### src/rtl/loopback_engine.sv
// Loopback engine: moves a configured number of stream words to the output buffer in PASS/BIAS/DROP mode.
// Define LOOPBACK_ENGINE_SAT_EN for signed-saturating BIAS addition (the default wraps).
module loopback_engine #(
  parameter int NUM_PE     = 4,
  parameter int OP_WIDTH   = 16,
  parameter int BUF_DATA_W = 64,
  parameter int CNT_W      = 20,
  parameter int REUSE_W    = 8,
  parameter int STREAM_W   = NUM_PE * OP_WIDTH
) (
  input  logic                  clk,
  input  logic                  reset,
  input  logic                  cfg_valid,
  output logic                  cfg_ready,
  input  logic [1:0]            cfg_mode,
  input  logic [CNT_W-1:0]      cfg_num_words,
  input  logic [REUSE_W-1:0]    cfg_bias_reuse,
  output logic                  busy,
  output logic                  done,
  output logic [CNT_W-1:0]      word_count,
  output logic                  stream_read_req,
  input  logic [STREAM_W-1:0]   stream_read_data,
  input  logic                  stream_read_ready,
  output logic                  buffer_read_req,
  input  logic [BUF_DATA_W-1:0] buffer_read_data,
  input  logic                  buffer_read_ready,
  output logic                  stream_write_req,
  output logic [STREAM_W-1:0]   stream_write_data,
  input  logic                  stream_write_ready
);

  typedef enum logic [1:0] {IDLE, LOAD_BIAS, RUN, DONE} state_t;
  typedef enum logic [1:0] {MODE_PASS, MODE_BIAS, MODE_DROP, MODE_RSVD} mode_t;

  state_t               state, state_nxt;
  mode_t                mode_r;
  logic [CNT_W-1:0]     num_words_r;
  logic [REUSE_W-1:0]   reuse_r;
  logic [REUSE_W-1:0]   reuse_cnt;
  logic [OP_WIDTH-1:0]  bias;
  logic                 out_valid;
  logic [STREAM_W-1:0]  out_data;
  logic [STREAM_W-1:0]  next_data;

  logic cfg_fire, stream_pop, bias_pop, push, last_word, reuse_end;
  logic unused_buf_bits;

  // Only the low lane of a buffer word carries the bias.
  assign unused_buf_bits = ^buffer_read_data;

  assign cfg_fire   = cfg_valid && (state == IDLE);
  assign bias_pop   = (state == LOAD_BIAS) && buffer_read_ready;
  assign stream_pop = (state == RUN) && stream_read_ready &&
                      (!out_valid || stream_write_ready || (mode_r == MODE_DROP));
  assign push       = out_valid && stream_write_ready;
  assign last_word  = (word_count + CNT_W'(1)) == num_words_r;
  assign reuse_end  = (reuse_cnt + REUSE_W'(1)) == reuse_r;

  function automatic logic [OP_WIDTH-1:0] add_lane(input logic [OP_WIDTH-1:0] a,
                                                    input logic [OP_WIDTH-1:0] b);
`ifdef LOOPBACK_ENGINE_SAT_EN
    logic [OP_WIDTH:0] sum;
    sum = {a[OP_WIDTH-1], a} + {b[OP_WIDTH-1], b};
    if (sum[OP_WIDTH] != sum[OP_WIDTH-1])
      add_lane = sum[OP_WIDTH] ? {1'b1, {(OP_WIDTH-1){1'b0}}} : {1'b0, {(OP_WIDTH-1){1'b1}}};
    else
      add_lane = sum[OP_WIDTH-1:0];
`else
    add_lane = a + b;
`endif
  endfunction

  always_comb begin
    next_data = stream_read_data;
    if (mode_r == MODE_BIAS) begin
      for (int unsigned i = 0; i < NUM_PE; i++)
        next_data[i*OP_WIDTH +: OP_WIDTH] = add_lane(stream_read_data[i*OP_WIDTH +: OP_WIDTH], bias);
    end
  end

  always_ff @(posedge clk) begin
    if (!reset) state <= IDLE;
    else        state <= state_nxt;
  end

  always_comb begin
    state_nxt = state;
    case (state)
      IDLE: begin
        if (cfg_valid) begin
          if (cfg_num_words == '0)                 state_nxt = DONE;
          else if (mode_t'(cfg_mode) == MODE_BIAS) state_nxt = LOAD_BIAS;
          else                                     state_nxt = RUN;
        end
      end
      LOAD_BIAS: if (buffer_read_ready) state_nxt = RUN;
      RUN: begin
        // Job end takes priority over a due bias refetch.
        if (stream_pop) begin
          if (last_word)                              state_nxt = DONE;
          else if ((mode_r == MODE_BIAS) && reuse_end) state_nxt = LOAD_BIAS;
        end
      end
      DONE: if (!out_valid) state_nxt = IDLE;
      default: state_nxt = IDLE;
    endcase
  end

  always_comb begin
    cfg_ready         = (state == IDLE);
    busy              = (state != IDLE);
    done              = (state == DONE) && !out_valid;
    stream_read_req   = stream_pop;
    buffer_read_req   = bias_pop;
    stream_write_req  = push;
    stream_write_data = out_data;
  end

  always_ff @(posedge clk) begin
    if (!reset) begin
      mode_r      <= MODE_PASS;
      num_words_r <= '0;
      reuse_r     <= REUSE_W'(1);
      reuse_cnt   <= '0;
      word_count  <= '0;
      bias        <= '0;
    end else if (cfg_fire) begin
      mode_r      <= mode_t'(cfg_mode);
      num_words_r <= cfg_num_words;
      reuse_r     <= (cfg_bias_reuse == '0) ? REUSE_W'(1) : cfg_bias_reuse;
      reuse_cnt   <= '0;
      word_count  <= '0;
    end else if (bias_pop) begin
      bias      <= buffer_read_data[OP_WIDTH-1:0];
      reuse_cnt <= '0;
    end else if (stream_pop) begin
      word_count <= word_count + CNT_W'(1);
      if (mode_r == MODE_BIAS) reuse_cnt <= reuse_cnt + REUSE_W'(1);
    end
  end

  always_ff @(posedge clk) begin
    if (!reset) begin
      out_valid <= 1'b0;
      out_data  <= '0;
    end else if (stream_pop && (mode_r != MODE_DROP)) begin
      out_valid <= 1'b1;
      out_data  <= next_data;
    end else if (push) begin
      out_valid <= 1'b0;
    end
  end

endmodule

### config.mk
export PLATFORM = sky130hd
export DESIGN_NAME = loopback_engine
export DESIGN_NICKNAME = d
export VERILOG_FILES = /design/src/rtl/loopback_engine.sv
export SDC_FILE = /design/constraint.sdc
export NUM_CORES = 1
export LEC_CHECK = 0
export ABC_AREA = 1
export CAP_MARGIN = 0
export CORE_MARGIN = 5
export CORE_UTILIZATION = 25
export DETAILED_ROUTE_END_ITERATION = 6
export PLACE_DENSITY = 0.57
export SLEW_MARGIN = 10
export SYNTH_ARGS = -nofsm -noshare
export SYNTH_HDL_FRONTEND = slang
export SYNTH_SLANG_ARGS = --single-unit
### constraint.sdc
create_clock -name clk -period 3.08 [get_ports clk]
set_input_delay 0.616 -clock clk [delete_from_list [all_inputs] [get_ports clk]]
set_output_delay 0.616 -clock clk [all_outputs]
set_load 0.01 [all_outputs]
# Word level (Yosys, flattened, before mapping)
# Cells that the tools add are included.
# word_totals
ff_bits,141
inputBits,164
output_inout_bits,90
# op_classes
add_sub_neg,6
eq_ne,14
mux,13
bitwise,3
reduce_logical,22
# op_table
cell,count
16-bit adder,4
64-bit 2-to-1 mux,1
"20-bit by 1-bit adder with 20-bit output, second input constant",1
20-bit equality test,1
20-bit zero test,1
2-bit 2-to-1 mux,8
"2-bit != test, second input constant",5
"8-bit by 1-bit adder with 8-bit output, second input constant",1
8-bit equality test,1
1-bit logical AND,8
8-bit zero test,1
8-bit 2-to-1 mux,1
2-bit case mux with 4 select lines,1
"2-bit by 1-bit equality test with 1-bit output, second input constant",3
"2-bit equality test, second input constant",3
2-bit AND reduction,3
5-bit AND reduction,1
2-bit nonzero test,2
"3-bit by 2-bit != test with 1-bit output, second input constant",1
1-bit NOT,3
3-bit OR reduction,1
2-bit zero test,1
1-bit logical OR,2
1-bit 2-to-1 mux,2
other kinds (2),2

# Depth between registers and ports, before layout
# Gate-level depths: netlist of the first run.
# depth
ltp_word,7
ltp_mapped,19
ltp_nobuf,18

# Worst setup path before layout of the first run
# OpenSTA, ideal clock, no wires.
# synth_path
path_kind,input port to flip-flop
from,input stream_read_data[32]
to,register out_data[42] (netlist: stream_write_data[42])
setup_time_ns,0.132
t_arrival_ns,2.184
t_required_ns,2.948
slack_ns,0.764
cell_stages,17
path_buffers,0
path_cell_list,ha_1 inv_1 fa_1 inv_1 nand2_1 nand2_1 nand2_1 nand2_1 nand2_1 nand2_1 a21oi_1 o21ai_0 nand2_1 nand3_1 nand3_1 nand2_1 a21oi_1
# synth_via
elab_chain_cells,2
# synth_rtl
item,line_no,text
start: declaration,22,"input logic [STREAM_W-1:0] stream_read_data,"
16-bit adder,69,add_lane = a + b;
64-bit 2-to-1 mux,75,if (mode_r == MODE_BIAS) begin
end signal: assignment,148,out_data <= next_data;
end: declaration,42,logic [STREAM_W-1:0] out_data;
# No other way between the ends.
# A chain may end at the register's enable or synchronous reset.

# Worst setup path in the final report of the first run
# layout_path
from,input stream_write_ready
to,output stream_read_req
# layout_via
elab_chain_cells,3
# layout_rtl
item,line_no,text
start: declaration,29,input logic stream_write_ready
1-bit logical OR (2 in series),54,(!out_valid || stream_write_ready || (mode_r == MODE_DROP));
1-bit logical AND,53,assign stream_pop = (state == RUN) && stream_read_ready &&
end: declaration,21,"output logic stream_read_req,"
# No other way between the ends.

==> results.py, run 1 <==
metrics = {
    "sta": {
        "finalHoldViolCount": 0,
        "final.setup.worst_slack_ns": 0.237,
        "rsz0062_at_grt": "no",
        "finalClockSkew_ns": 0.0119,
        "slew_viol_final": 0,
        "min_period_over_period_pct": 92.3,
        "fin_crit_ns": 2.84,
        "max_slew_margin_pct": 56.0,
        "worst_pin_slew_ns": 0.660,
        "max_freq_ghz": 0.352,
        "finalSetupViolations": 0,
        "setup_total_negative_slack_ns": 0,
    },
    "routing": {
        "wl_met1_um": 16500,
        "ant_nets": 0,
        "drt-initial-drc-count": 468,
        "drt_pass1_iterations": 5,
        "drt-wirelength-per-cell_um": 15.9,
        "route.met2.wl_um": 15200,
        "vias_per_cell": 4.65,
        "via_count": 10100,
        "top_layer_used": "met5",
        "met3_length_um": 1820,
        "drc": 0,
        "drt_wl_total_um": 34500,
    },
    "placement": {
        "io_buffers": 205,
        "placed_cell_area_mm2": 0.0122,
        "gp_congestion": 0.880,
        "place_ws_ns": -0.113,
        "hpwlAfterDp_um": 26100,
    },
    "layout": {
        "final_nets": 1868,
        "layout_common_cells": "nand2_1 (299), clkdlybuf4s50_1 (204), a21oi_1 (166)",
        "final_common_cell": "nand2_1",
        "area_delta_synth_final_pct": 34.8,
        "drive_above_1_share_pct": 5.63,
        "final_area_mm2": 0.0128,
    },
    "critical_path": {
        "reg2reg_slack_ns": 0.54,
        "cp.arrival_ns": 2.23,
        "criticalPathCategory": "input pin to primary output",
        "crit_fanout": 4,
        "cp.required_ns": 2.46,
        "endpoint_kind": "primary output",
        "r2r-end": "stream_write_data[42]",
        "rr_startpoint": "bias[1]",
        "critical_path.startpoint_type": "input pin",
        "reg2reg_depth": 17,
    },
    "grt": {
        "grt_pass1_vias": 9516,
        "grt_remaining_overflow": 0,
        "grt_max_degree": 70,
        "grt_usage_pct": 16.0,
        "antenna_found_initial": 4,
        "grt_pass1_wl_um": 52600,
    },
    "synthesis": {
        "synth-compound-area-share_pct": 22.4,
        "synth_ff_type": "dfxtp_1",
        "synth_top_family_by_area": "simple AND/OR/NAND/NOR gates",
        "synth_fa_ha_area_share_pct": 9.02,
        "synthSimpleGateAreaFrac_pct": 26.2,
        "ys_seq_area_share_pct": 29.8,
        "synth_edf_count": 0,
        "avgSynthCellArea_um2": 6.60,
        "syn_nets": 1667,
        "synth_mux_area_share_pct": 0,
        "synthCells": 1437,
        "synth-xor-area-share_pct": 4.04,
        "yosysUniqueCellTypes": 49,
        "synth_area_mm2": 0.00949,
        "yosys_warnings": 0,
        "async_flop_share_pct": 0,
        "ys_ff_latch": 141,
    },
    "power": {
        "p_leak_nw": 5.51,
        "max-vdd-ir-drop_v": 0.000365,
        "power_density_mw_per_mm2": 603,
    },
    "worst_hold_path": {
        "whs_endpoint": "stream_write_data[17]",
        "whs_path_depth": 2,
        "hold_path.class": "register to register",
        "hp-start": "stream_write_data[17]",
    },
    "clocking": {
        "cts_resized": 0,
        "cts.sink_count": 141,
        "clk_path_buf_depth": 2,
        "clk_latency_ns": 0.45,
        "cts_hold_buf": 0,
        "clockRootBuffer": "clkbuf_16",
        "clk_pin_slew_ns": 0.07,
        "cts_buffers": 17,
        "cts_setup_buffers": 0,
        "cts_tree": "yes",
        "htreeDepth": 4,
    },
    "die": {
        "die_area_mm2": 0.0419,
        "die_h_um": 205,
        "coreArea_mm2": 0.0376,
        "die_w_um": 205,
        "start_util_pct": 25.2,
        "pin_count": 254,
        "num_rows": 71,
    },
    "run": {
        "drv_cap": 0,
    },
    "status": {
        "status": "finished clean",
    },
}
==> report_power, final <==
group	internal, mW	leakage [nW]	total, mW	switching, mW
sequential	2.15	1.15	2.50	0.347
combinational	1.34	4.09	3.12	1.78
clock	1.20	0.274	2.10	0.903
total	4.68	5.51	7.72	3.03
==> critical path, cell delays in order <==
cell and delay [ns]:
clkdlybuf4s50_1 0.47, nor2_1 0.21, o21ai_1 0.12, nand3_2 0.16, clkinv_1 0.15, clkdlybuf4s50_1 0.51
==> final cells by class <==
cell class	count	area (µm²)
Tap cell	511	639
Clock inverter	13	141
Timing Repair Buffer	234	2290
Sequential cell	141	2820
Multi-Input combinational cell	1083	5860
Inverter	161	604
Clock buffer	19	433
Antenna cell	2	5.00
Fill cell	4007	24800
==> cells in the mapped netlist, drive strengths merged (4+ instances only) <==
cell type | instances | area share [%]
a211oi | 4 | 0.32
a21boi | 4 | 0.32
a21o | 8 | 0.63
a21oi | 167 | 8.9
a31o | 4 | 0.37
a31oi | 7 | 0.46
buf | 12 | 0.59
clkbuf | 40 | 1.6
dfxtp | 141 | 30
fa | 4 | 0.84
ha | 62 | 8.2
inv | 158 | 6.3
nand2 | 306 | 12
nand3 | 79 | 4.3
nand4 | 13 | 0.86
nor2 | 159 | 6.7
nor3 | 16 | 0.90
nor4 | 5 | 0.33
o211ai | 15 | 1.2
o21a | 5 | 0.40
o21ai | 156 | 8.3
o21bai | 4 | 0.32
o22ai | 8 | 0.53
or2 | 4 | 0.26
xnor2 | 10 | 0.92
xor2 | 26 | 2.4
==> sequential cells by signal (all words and copies together) (netlist names) <==
| register | flops |
|---|---|
| bias | 16 |
| mode_r | 2 |
| num_words_r | 20 |
| out_valid | 1 |
| reuse_cnt | 8 |
| reuse_r | 8 |
| state | 2 |
| stream_write_data | 64 |
| word_count | 20 |
==> worst max path at each step <==
stage / from / end / slack (ns) / cells past startpoint
6_report: stream_write_ready / stream_read_req / 0.24 / 6
5_1_grt: stream_read_data[32] / stream_write_data[42] / 0.09 / 20
4_1_cts: stream_write_ready / stream_read_req / 0.19 / 6
3_5_place_dp: stream_read_data[32] / stream_write_data[42] / -0.11 / 19
3_3_place_gp: stream_read_data[32] / stream_write_data[42] / -0.11 / 19
2_1_floorplan: stream_read_data[32] / stream_write_data[42] / 0.76 / 17
==> metrics by stage <==
stage	cells	hold slack (ns)	total power, mW	util, %
after floorplan	1437	0.430	4.32	-
after global placement	2130	0.453	5.63	32.5
after detailed placement	2130	0.454	5.65	32.5
after CTS	2162	0.464	7.78	34.0
after global routing	2164	0.480	8.25	34.0
final	2164	0.463	7.72	34.0
==> layer usage <==
layer | vias up | global-route usage [%]
met5 | - | 0
met4 | 4 | 5.38
met3 | 48 | 3.25
met2 | 250 | 25.3
met1 | 4568 | 21.8
li1 | 5203 | -
==> kinds of logic (layout without fill, tap and decap cells) <==
kind of cell,Yosys count,after routing
buffers and inverters,213,427
adder cells (fa/ha/maj),66,66
AO/OA/AOI/OAI,390,390
other,0,2
XOR/XNOR,39,39
flip-flops,141,141
AND/OR/NAND/NOR,588,588
No activity file was read; power rests on OpenSTA's default activity.
==> run 2, diff against run 1 <==
CAP_MARGIN = default   (was 0)
CORE_UTILIZATION = 35   (was 25)
PLACE_DENSITY = 0.71   (was 0.57)
SLEW_MARGIN = default   (was 10)
==> results.py, run 2 (same netlist as run 1, synthesis figures left out) <==
metrics = {
    "status": {
        "status": "finished clean",
    },
    "grt": {
        "grt_remaining_overflow": 0,
        "met1_usage_pct": 28.3,
        "grt_max_degree": 61,
        "top_usage_layer": "met2",
        "grt_use_met2_pct": 31.5,
        "met3_usage_pct": 4.87,
        "grt_pass1_wl_um": 51100,
        "grt_pass1_vias": 9686,
        "antenna_found_initial": 7,
        "grt_usage_pct": 20.8,
    },
    "critical_path": {
        "reg2reg_slack_ns": 0.53,
        "criticalPathCategory": "input pin to register",
        "crit_fanout": 2,
        "cp_common_cell": "nand2_1",
        "endpoint_kind": "register",
        "slowest_stage": "clkdlybuf4s50_1",
        "critical_path.startpoint_type": "input pin",
        "cp.arrival_ns": 3.08,
        "crit_chain": "clkdlybuf4s50_1 > ha_1 > inv_1 > fa_1 > inv_1 > nand2_1 > nand2_1 > nand2_1 > nand2_1 > nand2_1 > nand2_1 > a21oi_1 > o21ai_0 > xor2_1 > o21ai_0 > a21oi_1",
        "slowest_delay_ns": 0.52,
        "cp.required_ns": 3.39,
    },
    "routing": {
        "vias_per_cell": 5.19,
        "via_count": 10400,
        "drc": 0,
        "drt_pass1_iterations": 7,
        "drt-initial-drc-count": 715,
        "drt-wirelength-per-cell_um": 16.1,
        "ant_nets": 0,
        "drt_wl_total_um": 32200,
    },
    "sta": {
        "max_slew_margin_pct": 56.4,
        "rsz0062_at_grt": "no",
        "finalClockSkew_ns": 0.0155,
        "fin_crit_ns": 2.78,
        "max_freq_ghz": 0.360,
        "finalHoldViolCount": 0,
        "worst_pin_slew_ns": 0.654,
        "min_period_over_period_pct": 90.1,
        "finalSetupViolations": 0,
        "slew_viol_final": 0,
        "setup_total_negative_slack_ns": 0,
    },
    "die": {
        "die_h_um": 175,
        "pin_count": 254,
        "die_area_mm2": 0.0305,
        "die_w_um": 175,
        "coreArea_mm2": 0.0268,
        "num_rows": 60,
        "start_util_pct": 35.4,
    },
    "run": {
        "drv_cap": 0,
    },
    "power": {
        "p_leak_nw": 5.54,
        "max-vdd-ir-drop_v": 0.000359,
        "power_density_mw_per_mm2": 612,
        "p_total_mw": 7.73,
    },
    "clocking": {
        "clk_pin_slew_ns": 0.07,
        "clk_path_buf_depth": 2,
        "cts_tree": "yes",
        "cts_buffers": 17,
        "cts_setup_buffers": 0,
        "clockRootBuffer": "clkbuf_16",
        "cts_hold_buf": 0,
        "htreeDepth": 4,
        "cts_resized": 0,
        "cts.sink_count": 141,
        "clk_latency_ns": 0.44,
    },
    "layout": {
        "final_common_cell": "nand2_1",
        "area_delta_synth_final_pct": 33.2,
        "layout.cells.non_filler": 1998,
        "layout_common_cells": "nand2_1 (299), clkdlybuf4s50_1 (204), a21oi_1 (166)",
        "fillCellCount": 2649,
        "final_nets": 1871,
        "regArea_mm2": 0.00282,
        "multi_input_area_mm2": 0.00586,
        "largest_reg_flops": 64,
        "drive_above_1_share_pct": 5.93,
    },
    "worst_hold_path": {
        "hold_path.class": "register to register",
    },
    "placement": {
        "hpwlAfterDp_um": 24300,
        "dp.cells": 1963,
        "gp_congestion": 0.945,
        "io_buffers": 205,
    },
}
run 2: cell count changes in the layout (fill, tap and decap cells not counted), sizes merged:
cell,previous run,this run
inv,161,167
diode,2,3
clkbuf,19,17
buf,30,33
bufinv,2,1
clkinv,8,5
run 2: cell type report:
type	instances	area share (%)
clock buffer	17	3.37
inverter	161	4.78
clock inverter	15	1.32
timing repair buffer	237	18.4
multi-input combinational	1083	46.4
tap	341	3.38
antenna	3	0.0594
sequential	141	22.3
run 2: through the flow:
stage | hold WS [ns] | area [µm²] | util [%] | setup slack, ns
6_report | 0.464 | 12600 | 47.1 | 0.303
5_1_grt | 0.480 | 12600 | 47.1 | 0.101
4_1_cts | 0.465 | 12600 | 47.1 | 0.312
3_5_place_dp | 0.456 | 12000 | 44.9 | -0.0654
3_3_place_gp | 0.449 | 12000 | 44.9 | -0.0447
2_1_floorplan | 0.430 | 9490 | - | 0.764
run 2: worst max-delay path, delay by kind of cell:
family / cells / cell delay, ns
compound gates: 4 / 0.73
buf+inv: 3 / 0.66
fa+ha+maj: 2 / 0.55
simple gates: 6 / 0.43
xor+xnor: 1 / 0.10
run 2: metal layers:
layer | share of wire [%] | wire length, µm
met5 | 0.14 | 46
met4 | 2.9 | 931
met3 | 7.5 | 2420
met2 | 44 | 14100
met1 | 46 | 14700
run 2: final timing paths:
| check | startpoint | endpoint | cells past startpoint |
|---|---|---|---|
| hold / removal | stream_write_data[49] | stream_write_data[49] | 2 |
| hold reg to reg | stream_write_data[49] | stream_write_data[49] | 2 |
| setup / recovery | stream_read_data[32] | stream_write_data[40] | 16 |
| setup reg to reg | bias[0] | stream_write_data[40] | 15 |
run 2: power breakdown:
group | internal [mW] | switching (mW)
logic | 1.36 | 1.79
registers | 2.15 | 0.316
clock network | 1.15 | 0.970
